$ cat src/rtl/alu_seq.sv
// ---------------------------------------------------------------------------
// alu_seq - multi-cycle calculator ALU
//
// Takes one operation per start/ready handshake and returns a registered
// result with a one-cycle valid_o pulse.
//   add, sub, eq, lt, reserved and divide-by-zero : one cycle
//   mul (shift-add) and div (restoring)           : WIDTH iteration cycles
//
// Handshake: an operation is accepted on a rising edge where
// start_i && ready_o. ready_o is high only while idle. start_i while busy is
// dropped, not queued. valid_o pulses for exactly one cycle when
// s_o/signal_o/err_o are rewritten; the outputs hold between pulses.
//
// Configuration macro: ALU_DIV_EN
//   defined   : opcode 100 runs the restoring divider
//   undefined : divider not built, opcode 100 behaves as a reserved opcode
//
// Ports
//   clk_i    in   clock, rising edge
//   rst_i    in   synchronous reset, active-high
//   start_i  in   operation request
//   a_i      in   operand A (unsigned), sampled on accept
//   b_i      in   operand B (unsigned), sampled on accept
//   fct_i    in   opcode, sampled on accept
//   ready_o  out  idle and able to accept
//   s_o      out  2*WIDTH-bit result
//   signal_o out  compare / borrow flag
//   err_o    out  divide-by-zero or reserved opcode
//   valid_o  out  one-cycle completion pulse
// ---------------------------------------------------------------------------
module alu_seq #(
    parameter int WIDTH = 8
) (
    input  logic                 clk_i,
    input  logic                 rst_i,
    input  logic                 start_i,
    input  logic [WIDTH-1:0]     a_i,
    input  logic [WIDTH-1:0]     b_i,
    input  logic [2:0]           fct_i,
    output logic                 ready_o,
    output logic [2*WIDTH-1:0]   s_o,
    output logic                 signal_o,
    output logic                 err_o,
    output logic                 valid_o
);

    localparam int CW = (WIDTH > 2) ? $clog2(WIDTH) : 1;
    localparam logic [CW-1:0] CNT_LAST = CW'(WIDTH - 1);
    localparam logic [CW-1:0] CNT_ONE  = CW'(1);
    localparam logic [WIDTH-1:0] ZERO_W = '0;

`ifdef ALU_DIV_EN
    typedef enum logic [1:0] {ST_IDLE = 2'd0, ST_MUL = 2'd1, ST_DIV = 2'd2} state_t;
`else
    typedef enum logic [1:0] {ST_IDLE = 2'd0, ST_MUL = 2'd1} state_t;
`endif

    state_t                state_q, state_d;
    logic [CW-1:0]         cnt_q, cnt_d;
    logic [2*WIDTH-1:0]    s_q, s_d;
    logic                  signal_q, signal_d;
    logic                  err_q, err_d;
    logic                  valid_q, valid_d;

    // Multiplier: accumulator, left-shifting multiplicand, right-shifting multiplier.
    logic [2*WIDTH-1:0]    acc_q, acc_d;
    logic [2*WIDTH-1:0]    mcand_q, mcand_d;
    logic [WIDTH-1:0]      mplier_q, mplier_d;
    logic [2*WIDTH-1:0]    acc_sum;

    logic [2*WIDTH-1:0]    a_ext, b_ext;

    assign a_ext   = {ZERO_W, a_i};
    assign b_ext   = {ZERO_W, b_i};
    assign acc_sum = mplier_q[0] ? (acc_q + mcand_q) : acc_q;

`ifdef ALU_DIV_EN
    // Divider: remainder, dividend register that fills with quotient bits
    // from the right, and the divisor. rem_shift carries the guard bit.
    logic [WIDTH-1:0]      rem_q, rem_d;
    logic [WIDTH-1:0]      dq_q, dq_d;
    logic [WIDTH-1:0]      dvs_q, dvs_d;
    logic [WIDTH:0]        rem_shift;
    logic                  q_bit;
    logic [WIDTH-1:0]      rem_next;

    assign rem_shift = {rem_q, dq_q[WIDTH-1]};
    assign q_bit     = (rem_shift >= {1'b0, dvs_q});
    // When q_bit is set the true difference is below the divisor, so the
    // low WIDTH bits of the modular subtraction are exact.
    assign rem_next  = q_bit ? (rem_shift[WIDTH-1:0] - dvs_q) : rem_shift[WIDTH-1:0];
`endif

    always_comb begin
        state_d  = state_q;
        cnt_d    = cnt_q;
        s_d      = s_q;
        signal_d = signal_q;
        err_d    = err_q;
        valid_d  = 1'b0;
        acc_d    = acc_q;
        mcand_d  = mcand_q;
        mplier_d = mplier_q;
`ifdef ALU_DIV_EN
        rem_d    = rem_q;
        dq_d     = dq_q;
        dvs_d    = dvs_q;
`endif
        case (state_q)
            ST_IDLE: begin
                if (start_i) begin
                    // Single-cycle results default to a completion with
                    // err_o clear; multi-cycle opcodes cancel the pulse below.
                    valid_d  = 1'b1;
                    s_d      = '0;
                    signal_d = 1'b0;
                    err_d    = 1'b0;
                    case (fct_i)
                        3'b000: s_d = a_ext + b_ext;
                        3'b001: begin
                            s_d      = a_ext - b_ext;
                            signal_d = (a_i < b_i);
                        end
                        3'b010: begin
                            valid_d  = 1'b0;
                            s_d      = s_q;
                            signal_d = signal_q;
                            err_d    = err_q;
                            state_d  = ST_MUL;
                            cnt_d    = '0;
                            acc_d    = '0;
                            mcand_d  = a_ext;
                            mplier_d = b_i;
                        end
                        3'b011: signal_d = (a_i == b_i);
`ifdef ALU_DIV_EN
                        3'b100: begin
                            if (b_i == ZERO_W) begin
                                s_d   = {a_i, {WIDTH{1'b1}}};
                                err_d = 1'b1;
                            end else begin
                                valid_d  = 1'b0;
                                s_d      = s_q;
                                signal_d = signal_q;
                                err_d    = err_q;
                                state_d  = ST_DIV;
                                cnt_d    = '0;
                                rem_d    = '0;
                                dq_d     = a_i;
                                dvs_d    = b_i;
                            end
                        end
`endif
                        3'b101: signal_d = (a_i < b_i);
                        default: err_d = 1'b1;
                    endcase
                end
            end
            ST_MUL: begin
                acc_d    = acc_sum;
                mcand_d  = mcand_q << 1;
                mplier_d = mplier_q >> 1;
                cnt_d    = cnt_q + CNT_ONE;
                if (cnt_q == CNT_LAST) begin
                    state_d  = ST_IDLE;
                    s_d      = acc_sum;
                    signal_d = 1'b0;
                    err_d    = 1'b0;
                    valid_d  = 1'b1;
                end
            end
`ifdef ALU_DIV_EN
            ST_DIV: begin
                rem_d = rem_next;
                dq_d  = {dq_q[WIDTH-2:0], q_bit};
                cnt_d = cnt_q + CNT_ONE;
                if (cnt_q == CNT_LAST) begin
                    state_d  = ST_IDLE;
                    s_d      = {rem_next, dq_q[WIDTH-2:0], q_bit};
                    signal_d = 1'b0;
                    err_d    = 1'b0;
                    valid_d  = 1'b1;
                end
            end
`endif
            default: state_d = ST_IDLE;
        endcase
    end

    always_ff @(posedge clk_i) begin
        if (rst_i) begin
            state_q  <= ST_IDLE;
            cnt_q    <= '0;
            s_q      <= '0;
            signal_q <= 1'b0;
            err_q    <= 1'b0;
            valid_q  <= 1'b0;
            acc_q    <= '0;
            mcand_q  <= '0;
            mplier_q <= '0;
`ifdef ALU_DIV_EN
            rem_q    <= '0;
            dq_q     <= '0;
            dvs_q    <= '0;
`endif
        end else begin
            state_q  <= state_d;
            cnt_q    <= cnt_d;
            s_q      <= s_d;
            signal_q <= signal_d;
            err_q    <= err_d;
            valid_q  <= valid_d;
            acc_q    <= acc_d;
            mcand_q  <= mcand_d;
            mplier_q <= mplier_d;
`ifdef ALU_DIV_EN
            rem_q    <= rem_d;
            dq_q     <= dq_d;
            dvs_q    <= dvs_d;
`endif
        end
    end

    assign ready_o  = (state_q == ST_IDLE);
    assign s_o      = s_q;
    assign signal_o = signal_q;
    assign err_o    = err_q;
    assign valid_o  = valid_q;

endmodule
$ cat config.mk
export PLATFORM = sky130hd
export DESIGN_NAME = alu_seq
export DESIGN_NICKNAME = d
export VERILOG_FILES = /design/src/rtl/alu_seq.sv
export SDC_FILE = /design/constraint.sdc
export NUM_CORES = 1
export LEC_CHECK = 0
export BUFFER_PORTS_ARGS = -buffer_cell sky130_fd_sc_hd__buf_2
export CORE_MARGIN = 4
export CORE_UTILIZATION = 55
export CTS_BUF_LIST = sky130_fd_sc_hd__clkbuf_8
export CTS_CLUSTER_SIZE = 20
export DETAILED_ROUTE_END_ITERATION = 8
export GPL_TIMING_DRIVEN = 0
export PLACE_DENSITY_LB_ADDON = 0.12
export SYNTH_ARGS = -nofsm -noshare
export SYNTH_HDL_FRONTEND = slang
export SYNTH_SLANG_ARGS = --single-unit
$ cat constraint.sdc
create_clock -name clk_i -period 6.5 [get_ports clk_i]
set_input_delay 0.975 -clock clk_i [delete_from_list [all_inputs] [get_ports clk_i]]
set_output_delay 0.975 -clock clk_i [all_outputs]
set_load 0.05 [all_outputs]
==> summary.txt, run 1 <==
STA
  • Min Tclk post-route: 2847 ps
  • Setup TNS: 0 ps
  • Hold Worst Slack: 477.7 ps
  • Worst-Margin Slew: 651.9 ps
  • Final worst path period share: 43.80%
  • Headroom to the max-slew limit: 56.54%
  • Highest Clock Rate: 351.2 MHz
  • Final Setup Violations: 0
  • Final Skew: 17.62 ps
  • Slew Limit Fails: 0
  • Final Hold Viols: 0
  • Unrepaired setup endpoints after global routing: false

Route
  • Via count: 3805
  • DR DRC count: 0
  • Pre-antenna DRT Iters: 5
  • 1st-iter DRT viols: 299
  • Post-DRT Antenna Nets: 0
  • Total length of routed wires: 11.16 mm
  • Routed vias/inst: 6.127
  • WL per Instance: 17.97 µm

Floorplan
  • Die Y: 93.22 µm
  • # IOs: 42
  • Core area: 0.006907 mm²
  • FP Rows: 30
  • Initial Utilization: 57.83%
  • Die area: 0.008689 mm²
  • Die X-Extent: 93.22 µm

Placement
  • Dpl cell area: 0.004314 mm²
  • Cell total after placement: 605
  • GP Congestion: 0.9562
  • Post-DP HPWL: 8.511 mm
  • Port bufs: 40

Min path
  • Worst Hold Class: flip-flop to flip-flop

Setup path
  • Startpoint Class: primary input
  • Crit-path cells: buf_2 > inv_1 > ha_1 > nand2b_1 > a221oi_1 > o21bai_1 > a221oi_2 > xnor2_1 > o211ai_1 > nor3b_1
  • Slowest stage delay, CP: 400 ps
  • Worst path slowest cell: a221oi_1
  • CP Max Fanout: 3
  • Critical path type: primary input to flip-flop
  • CP arrival: 3110 ps
  • Critical path endpoint category: flip-flop
  • CP required: 6770 ps

Yosys
  • Seq/Total Area, Yosys: 31.58%
  • Top_reg_cell synth: dfxtp_1
  • EDFF count, synth: 0
  • Yosys warns: 0
  • Yosys cell types: 74
  • Largest cells by area after synthesis: dfxtp_1, ha_1, nor2_1
  • Average size of a mapped cell: 8.516 µm²
  • Ys async rst share: 0%
  • Register bit total from synthesis: 63
  • Top cell type's share of synthesized area: 31.58%
  • Post-synthesis cell count: 469
  • Leading area contributor after synthesis: dfxtp_1
  • Net Count, Synth: 527
  • Post-Syn Area: 0.003994 mm²

Clocking
  • Clock Latency Late Sink: 350 ps
  • H-tree depth: 3
  • Clock tree root driver cell: clkbuf_8
  • CTS Hold Bufs: 0
  • Clock buffer depth: 2
  • Resize count post-CTS: 0
  • Worst-path clk slew: 70 ps
  • CTS Buf Count: 9
  • CTS tree: built
  • Setup bufs post-CTS: 0
  • Sink Count: 63

Flow run
  • Max cap viols: 0

Layout
  • Most common cell after layout, fill and taps aside: dfxtp_1
  • Antenna cells: 0
  • Net count, final: 578
  • Commonest non-fill, non-tap cells in the layout: dfxtp_1, nor2_1, nand2_1, buf_2, a21oi_1
  • Area growth, synth to finish: 14.54%
  • Finished Core Util: 66.23%
  • Fin area: 0.004574 mm²
  • Layout Cells excl Fill: 621
  • Fraction of layout cells with a size suffix above 1: 16.76%

Global route
  • GRT Util Overall: 26.24%
  • First-pass GRT wire length: 17.90 mm
  • Largest net degree at the start of global routing: 12
  • Vias in the first global route: 3538
  • Antenna violations before repair: 0
  • Remaining Overflow, GRT: 0

Power and ir drop
  • Power per cell area: 227.5 mW/mm²
  • IR Drop Worst-Case VDD: 0.1244 mV
  • Lkg Pwr: 1.936 nW

Status
  • Status: complete, no violations
## cells in the mapped netlist (8+ instances only)
master,instances
inv_1,22
ha_1,33
xnor2_1,9
clkbuf_1,17
o21ai_0,13
a21oi_1,39
a311oi_1,8
nor2_1,55
a211oi_1,8
a22oi_1,19
nand2_1,46
dfxtp_1,63
## report_power, final
group	switching, mW	internal (mW)	total [mW]
Sequential	0.00701	0.399	0.406
Clock	0.161	0.292	0.453
Combinational	0.122	0.0600	0.182
Total	0.290	0.751	1.04
## per-stage QoR
stage	worst slack [ps]	power (mW)
final	3653	1.041
after global routing	3525	1.072
after CTS	3691	1.038
after detailed placement	3341	0.5951
after global placement	3357	0.5934
after floorplan	3811	0.5420
## registers in the layout, summed over array words and instances, names as in the netlist
name      flops
acc_q        16
cnt_q         3
err_o         1
mcand_q      16
mplier_q      8
s_o          16
signal_o      1
state_q       1
valid_o       1
## per-layer routing
layer  vias to the layer above  track usage [%]  wire [µm]
met3                        14            6.034        704
met2                       147            42.71       5133
li1                       1831                -          -
met5                         -                0          0
met4                         0            6.716        131
met1                      1813            35.09       5190
## kinds of logic (layout without fill, tap and decap cells)
family	Yosys count	after routing	share of synthesized area [%]
multiplexers	8	8	2.130
AO/OA/AOI/OAI	151	151	27.91
XOR/XNOR	15	15	3.290
flip-flops	63	63	31.58
adder cells (fa/ha/maj)	36	36	11.84
AND/OR/NAND/NOR	145	145	17.36
buffers and inverters	51	107	5.889
## area by class of cell
| cell class | instances | area (µm²) |
|---|---|---|
| buffer | 28 | 148.9 |
| clock buffer | 9 | 123.9 |
| tap | 96 | 120.1 |
| timing repair buffer | 40 | 200.2 |
| fill | 608 | 2332 |
| clock inverter | 7 | 136.4 |
| inverter | 23 | 86.33 |
| sequential | 63 | 1261 |
| multi-input combinational | 355 | 2497 |
## worst paths after layout
path,cells after the start,slack (ps),to,from
min reg2reg,2,480,acc_q[0],acc_q[0]
min,2,480,acc_q[0],acc_q[0]
max,10,3650,s_o[5],b_i[1]
max reg2reg,9,3960,s_o[14],mcand_q[0]
## critical path, delay by kind of cell
family	cells	cell delay [ps]
AO/OA/AOI/OAI	4	1070
buffers and inverters	2	260
AND/OR/NAND/NOR	2	400
adder cells (fa/ha/maj)	1	270
XOR/XNOR	1	140
Power figures use the tool's default switching activity.
==> run 2, diff against run 1 <==
==> constraint.sdc (replaced) <==
create_clock -name clk_i -period 2.5 [get_ports clk_i]
set_input_delay 0.375 -clock clk_i [delete_from_list [all_inputs] [get_ports clk_i]]
set_output_delay 0.375 -clock clk_i [all_outputs]
set_load 0.05 [all_outputs]
==> run 2 against run 1 <==
Effect of this change:
- sequential share of layout area decreased by 0.19 points
- via count decreased by 0.89%
- setup slack got worse by 3500 ps
- total power increased to 2.6 times the previous value
==> summary.txt, run 2 (same netlist as run 1, synthesis figures left out) <==
Layout
  • Commonest non-fill, non-tap cells in the layout: dfxtp_1, nor2_1, nand2_1, buf_2, a21oi_1
  • Area growth, synth to finish: 15.35%
  • Layout Cells excl Fill: 622 (+0.16%)
  • Fraction of layout cells with a size suffix above 1: 17.49% (+0.73 points)
  • Most common cell after layout, fill and taps aside: dfxtp_1
  • Antenna cells: 0 (unchanged)
  • Net count, final: 579 (+0.17%)

Floorplan
  • Initial Utilization: 57.83% (unchanged)
  • FP Rows: 30 (unchanged)
  • # IOs: 42 (unchanged)
  • Die area: 0.008689 mm² (unchanged)
  • Die X-Extent: 93.22 µm (unchanged)
  • Die Y: 93.22 µm (unchanged)
  • Core area: 0.006907 mm² (unchanged)

STA
  • Unrepaired setup endpoints after global routing: true
  • Setup TNS: 0 ps (unchanged)
  • Headroom to the max-slew limit: 57.36% (+0.82 points)
  • Worst-Margin Slew: 639.6 ps (-12.32 ps)
  • Highest Clock Rate: 421.8 MHz
  • Min Tclk post-route: 2371 ps
  • Slew Limit Fails: 0 (unchanged)
  • Final Hold Viols: 0 (unchanged)
  • Final worst path period share: 94.82%
  • Final Skew: 17.00 ps (-0.6169 ps)
  • Final Setup Violations: 0 (unchanged)

Global route
  • Antenna violations before repair: 0 (unchanged)
  • First-pass GRT wire length: 17.91 mm (about the same)
  • Remaining Overflow, GRT: 0 (unchanged)
  • Met2 Resource Use GR: 42.65% (-0.060 points)
  • GRT Util Overall: 26.26% (about the same)
  • Busiest grt layer: met2
  • Vias in the first global route: 3540 (+0.057%)
  • Largest net degree at the start of global routing: 12 (unchanged)
  • Grt met3 use: 6.034% (unchanged)
  • GR Util met1: 35.14% (+0.050 points)

Setup path
  • Worst path slowest cell: fa_2
  • Crit-path cells: ha_1 > fa_2 > a21o_1 > a221oi_4 > a22oi_2 > a31oi_1 > xnor2_1 > a22oi_2 > a211oi_2
  • Worst path most repeated cell: a22oi_2
  • Slowest stage delay, CP: 370 ps (-30 ps)
  • Critical path type: flip-flop to flip-flop
  • CP bufs+invs: 0 (-2)
  • CP Max Fanout: 3 (unchanged)
  • Startpoint Class: flip-flop
  • CP required: 2770 ps (-4000 ps)
  • Critical path endpoint category: flip-flop
  • CP delay by family, top: compound AO/OA/AOI/OAI gates
  • CP arrival: 2640 ps (-470 ps)

Route
  • Post-DRT Antenna Nets: 0 (unchanged)
  • Via count: 3771 (-0.89%)
  • DR DRC count: 0 (unchanged)
  • 1st-iter DRT viols: 277 (-7.4%)
  • Routed vias/inst: 6.063 (-1.1%)
  • WL per Instance: 17.92 µm (-0.28%)
  • Pre-antenna DRT Iters: 5 (unchanged)
  • Total length of routed wires: 11.15 mm (-0.12%)

Clocking
  • Clock tree root driver cell: clkbuf_8
  • Clock buffer depth: 2 (unchanged)
  • Sink Count: 63 (unchanged)
  • Worst-path clk slew: 80 ps (about the same)
  • CTS tree: built
  • Clock Latency Late Sink: 350 ps (about the same)
  • H-tree depth: 3 (unchanged)
  • CTS Buf Count: 9 (unchanged)
  • CTS Hold Bufs: 0 (unchanged)

Power and ir drop
  • Power per cell area: 585.3 mW/mm² (+160%)
  • Sw Pwr: 743.9 µW (+160%)
  • Sequential Power Share: 39.2% (+0.2 points)
  • Comb pwr share: 17.6% (about the same)
  • Clock share of power: 43.2% (-0.3 points)
  • IR Drop Worst-Case VDD: 0.3217 mV (+160%)
  • Sw Ratio: 27.59% (-0.26 points)
  • Lkg Pwr: 1.940 nW (+0.24%)
  • Pint: 1.952 mW (+160%)

Flow run
  • Max cap viols: 0 (unchanged)

Placement
  • GP Congestion: 0.9562 (unchanged)
  • Post-DP HPWL: 8.511 mm (unchanged)
  • Port bufs: 40 (unchanged)
  • Cell total after placement: 605 (unchanged)

Min path
  • Worst Hold Class: primary input to flip-flop

Status
  • Status: complete, no violations
==> run 2: cell types whose count changed in the layout (fill, tap and decap cells not counted) <==
cell / change
a221oi_4: +1
a211oi_1: -1
fa_1: -1
a221oi_1: -1
fa_2: +1
a211oi_2: +1
buf_4: +1
==> run 2: metrics by stage <==
stage / util, % / cell area, µm² / hold slack, ps / power [mW] / setup WS [ps]
2_1_floorplan: - / 3994 / 445.4 / 1.409 / 246.3
3_3_place_gp: 62.46 / 4314 / 458.7 / 1.543 / -43.14
3_5_place_dp: 62.46 / 4314 / 464.3 / 1.547 / -59.42
4_1_cts: 66.39 / 4586 / 323.1 / 2.700 / 54.84
5_1_grt: 66.70 / 4607 / 329.7 / 2.788 / -1.357
6_report: 66.70 / 4607 / 329.1 / 2.696 / 129.4
==> run 2: worst paths after layout <==
check | from | to | slack (ps) | cells past startpoint
hold / removal | b_i[7] | mplier_q[7] | 330 | 3
setup reg to reg | mcand_q[0] | s_o[14] | 130 | 9
setup / recovery | mcand_q[0] | s_o[14] | 130 | 9
hold reg to reg | acc_q[0] | acc_q[0] | 480 | 2
==> run 2: layout make-up <==
class                   count  area [µm²]
multi-input cells         355        2522
plain buffers              28       148.9
clock inverters             7       136.4
clock buffers               9       123.9
flip-flops and latches     63        1261
repair buffers             41       207.7
inverters                  23       86.33
well taps                  96       120.1
fillers                   603        2300
==> run 2: power by group through the flow <==
stage	Sequential, mW	Clock (mW)	Combinational (mW)
2_1_floorplan	1.15	0	0.254
3_3_place_gp	1.08	0	0.466
3_5_place_dp	1.08	0	0.469
4_1_cts	1.06	1.17	0.470
5_1_grt	1.06	1.22	0.511
6_report	1.06	1.17	0.475
==> run 2: timing repair <==
action / CTS / global route
gates resized for setup: 1 / 3
buffers inserted: 0 / 1
endpoints found under the setup margin: 3 / 4
pin swaps: 0 / 4
==> run 2: worst register-to-register path: stages (launching register included) <==
cell and delay (ps):
dfxtp_1 330, ha_1 220, fa_2 370, a21o_1 210, a221oi_4 360, a22oi_2 130
a31oi_1 230, xnor2_1 160, a22oi_2 110, a211oi_2 200
==> run 2: routing by layer <==
layer	vias to the layer above	wire (µm)	share of wire (%)
met5	-	0	0
met4	0	112	1.0
met3	15	612	5.5
met2	135	5209	47
met1	1790	5212	47
li1	1831	-	-
==> run 3, diff against run 2 <==
--- a/config.mk
+++ b/config.mk
@@ -6,12 +6,14 @@
 export NUM_CORES = 1
 export LEC_CHECK = 0
 export BUFFER_PORTS_ARGS = -buffer_cell sky130_fd_sc_hd__buf_2
+export CORE_ASPECT_RATIO = 0.75
 export CORE_MARGIN = 4
 export CORE_UTILIZATION = 55
 export CTS_BUF_LIST = sky130_fd_sc_hd__clkbuf_8
 export CTS_CLUSTER_SIZE = 20
 export DETAILED_ROUTE_END_ITERATION = 8
 export GPL_TIMING_DRIVEN = 0
+export MAX_ROUTING_LAYER = met4
 export PLACE_DENSITY_LB_ADDON = 0.12
 export SYNTH_ARGS = -nofsm -noshare
 export SYNTH_HDL_FRONTEND = slang
==> run 3 against run 2 <==
Effect of this change:
- clock-buffer cell count increased by 1
- hold slack got worse by 4.8 ps
- combinational power increased by 4%
- clock skew decreased by 13 ps
- core utilization decreased by 1.0 points
- cell count increased by 0.16%
- clock power decreased by 23%
- routed wire length increased by 7.7%
- via count increased by 2.5%
- design area decreased by 1.2%
- non-clock buffer count decreased by 1
- global-route usage increased by 3.4 points
==> summary.txt, run 3 (same netlist as run 1, synthesis figures left out) <==
Setup path
  • Critical path endpoint category: flip-flop
  • Startpoint Class: flip-flop
  • CP required: 2770 ps (about the same)
  • CP arrival: 2710 ps (+70 ps)
  • Critical path type: flip-flop to flip-flop
  • CP Max Fanout: 4 (+1)

Min path
  • Worst Hold Class: primary input to flip-flop

STA
  • Worst-Margin Slew: 657.1 ps (+17.59 ps)
  • Slew Limit Fails: 0 (unchanged)
  • Final Setup Violations: 0 (unchanged)
  • Min Tclk post-route: 2443 ps (+72.31 ps)
  • Highest Clock Rate: 409.4 MHz (-3.0%)
  • Unrepaired setup endpoints after global routing: true
  • Final worst path period share: 97.72% (+2.9 points)
  • Final Skew: 4.377 ps (-12.62 ps)
  • Final Hold Viols: 0 (unchanged)
  • Headroom to the max-slew limit: 56.19% (-1.2 points)

Route
  • Post-DRT Antenna Nets: 0 (unchanged)
  • Pre-antenna DRT Iters: 7 (+2)
  • WL per Instance: 19.28 µm (+7.6%)
  • Via count: 3867 (+2.5%)
  • DR DRC count: 0 (unchanged)
  • Routed vias/inst: 6.207 (+2.4%)
  • Total length of routed wires: 12.01 mm (+7.7%)
  • 1st-iter DRT viols: 459 (+66%)

Global route
  • Remaining Overflow, GRT: 0 (unchanged)
  • First-pass GRT wire length: 19.18 mm (+7.1%)
  • Vias in the first global route: 3647 (+3.0%)
  • Largest net degree at the start of global routing: 12 (unchanged)
  • GRT Util Overall: 29.67% (+3.4 points)
  • Antenna violations before repair: 0 (unchanged)

Clocking
  • Clock tree root driver cell: clkbuf_8
  • Sink Count: 63 (unchanged)
  • Worst-path clk slew: 70 ps (about the same)
  • H-tree depth: 3 (unchanged)
  • Clock Latency Late Sink: 350 ps (about the same)
  • Setup bufs post-CTS: 0 (unchanged)
  • Clock buffer depth: 2 (unchanged)
  • CTS tree: built
  • CTS Buf Count: 9 (unchanged)

Floorplan
  • Core area: 0.006929 mm² (+0.33%)
  • Initial Utilization: 57.64% (-0.19 points)
  • Die area: 0.008703 mm² (+0.16%)
  • Die X-Extent: 106.4 µm (+14%)
  • # IOs: 42 (unchanged)
  • FP Rows: 26 (-13%)
  • Die Y: 81.80 µm (-12%)

Layout
  • Net count, final: 578 (-0.17%)
  • Commonest non-fill, non-tap cells in the layout: dfxtp_1, nor2_1, nand2_1, buf_2, a21oi_1
  • Finished Core Util: 65.69% (-1.0 points)
  • Most common cell after layout, fill and taps aside: dfxtp_1
  • Area growth, synth to finish: 13.97%
  • Fraction of layout cells with a size suffix above 1: 17.71% (+0.22 points)
  • Antenna cells: 0 (unchanged)

Power and ir drop
  • Sw Ratio: 31.60% (+4.0 points)
  • Total power: 2.454 mW (-9.0%)
  • Sequential Power Share: 43.1% (+3.9 points)
  • Clock share of power: 36.9% (-6.3 points)
  • Pint: 1.678 mW (-14%)
  • Sw Pwr: 775.5 µW (+4.2%)
  • Comb pwr share: 20.0% (+2.4 points)
  • Power per cell area: 539.1 mW/mm² (-7.9%)
  • Lkg Pwr: 1.899 nW (-2.1%)
  • IR Drop Worst-Case VDD: 0.3438 mV (+6.9%)

Flow run
  • Max cap viols: 0 (unchanged)

Placement
  • GP Congestion: 0.9648 (+0.90%)
  • Port bufs: 40 (unchanged)
  • Post-DP HPWL: 9.016 mm (+5.9%)

Status
  • Status: complete, no violations
==> run 3: layer usage <==
layer  global-route usage, %  up-vias  wire length, µm
li1                        -     1832                -
met1                   42.57     1827             5703
met2                   41.85      197             5045
met3                   7.463       11             1142
met4                   6.727        0              117
met5                       -        -                0
==> run 3: cell type report <==
type	instances	area, µm²
tap	98	122.6
multi-input combinational	355	2534
timing repair buffer	40	200.2
clock buffer	10	137.6
buffer	28	148.9
clock inverter	6	61.31
inverter	23	86.33
sequential	63	1261
fill	605	2377
==> run 3: final timing paths <==
kind	cells after the start	endpoint	slack [ps]	startpoint
worst max-delay path	9	s_o[14]	60	acc_q[0]
worst min-delay path	3	mplier_q[3]	320	rst_i
worst max register to register	9	s_o[14]	60	acc_q[0]
worst min register to register	2	mplier_q[3]	480	mplier_q[3]
==> run 3: repair_timing <==
action                                  in CTS  in global routing
pin swaps                                    0                  2
hold buffers                                 0                  0
endpoints found under the setup margin       2                  5
gates resized for setup                      1                  5
==> run 3: stage by stage <==
step | setup WS, ps | std cells | area (µm²) | TNS (ps) | hold WS, ps
2_1_floorplan | 246.3 | 469 | 3994 | 0 | 445.4
3_5_place_dp | -232.5 | 607 | 4317 | -376.4 | 468.8
4_1_cts | 12.68 | 623 | 4527 | 0 | 317.2
5_1_grt | -34.11 | 623 | 4552 | -55.46 | 323.7
6_report | 57.11 | 623 | 4552 | 0 | 324.3
3_3_place_gp | -224.1 | 607 | 4317 | -304.4 | 457.6
==> run 3: worst max-delay path, cell delays in order, from the launching register on <==
cell,delay [ps]
dfxtp_1,330
ha_1,230
fa_2,370
a21o_1,210
a221oi_4,350
a22oi_2,150
a31oi_2,240
xnor2_1,160
a22oi_2,120
a211oi_2,210
==> run 3: power by group through the flow <==
stage          clock (mW)  combinational, mW  sequential [mW]
4_1_cts             0.907              0.479             1.06
2_1_floorplan           0              0.254             1.15
3_3_place_gp            0              0.469             1.08
3_5_place_dp            0              0.477             1.08
5_1_grt             0.958              0.526             1.06
6_report            0.905              0.492             1.06
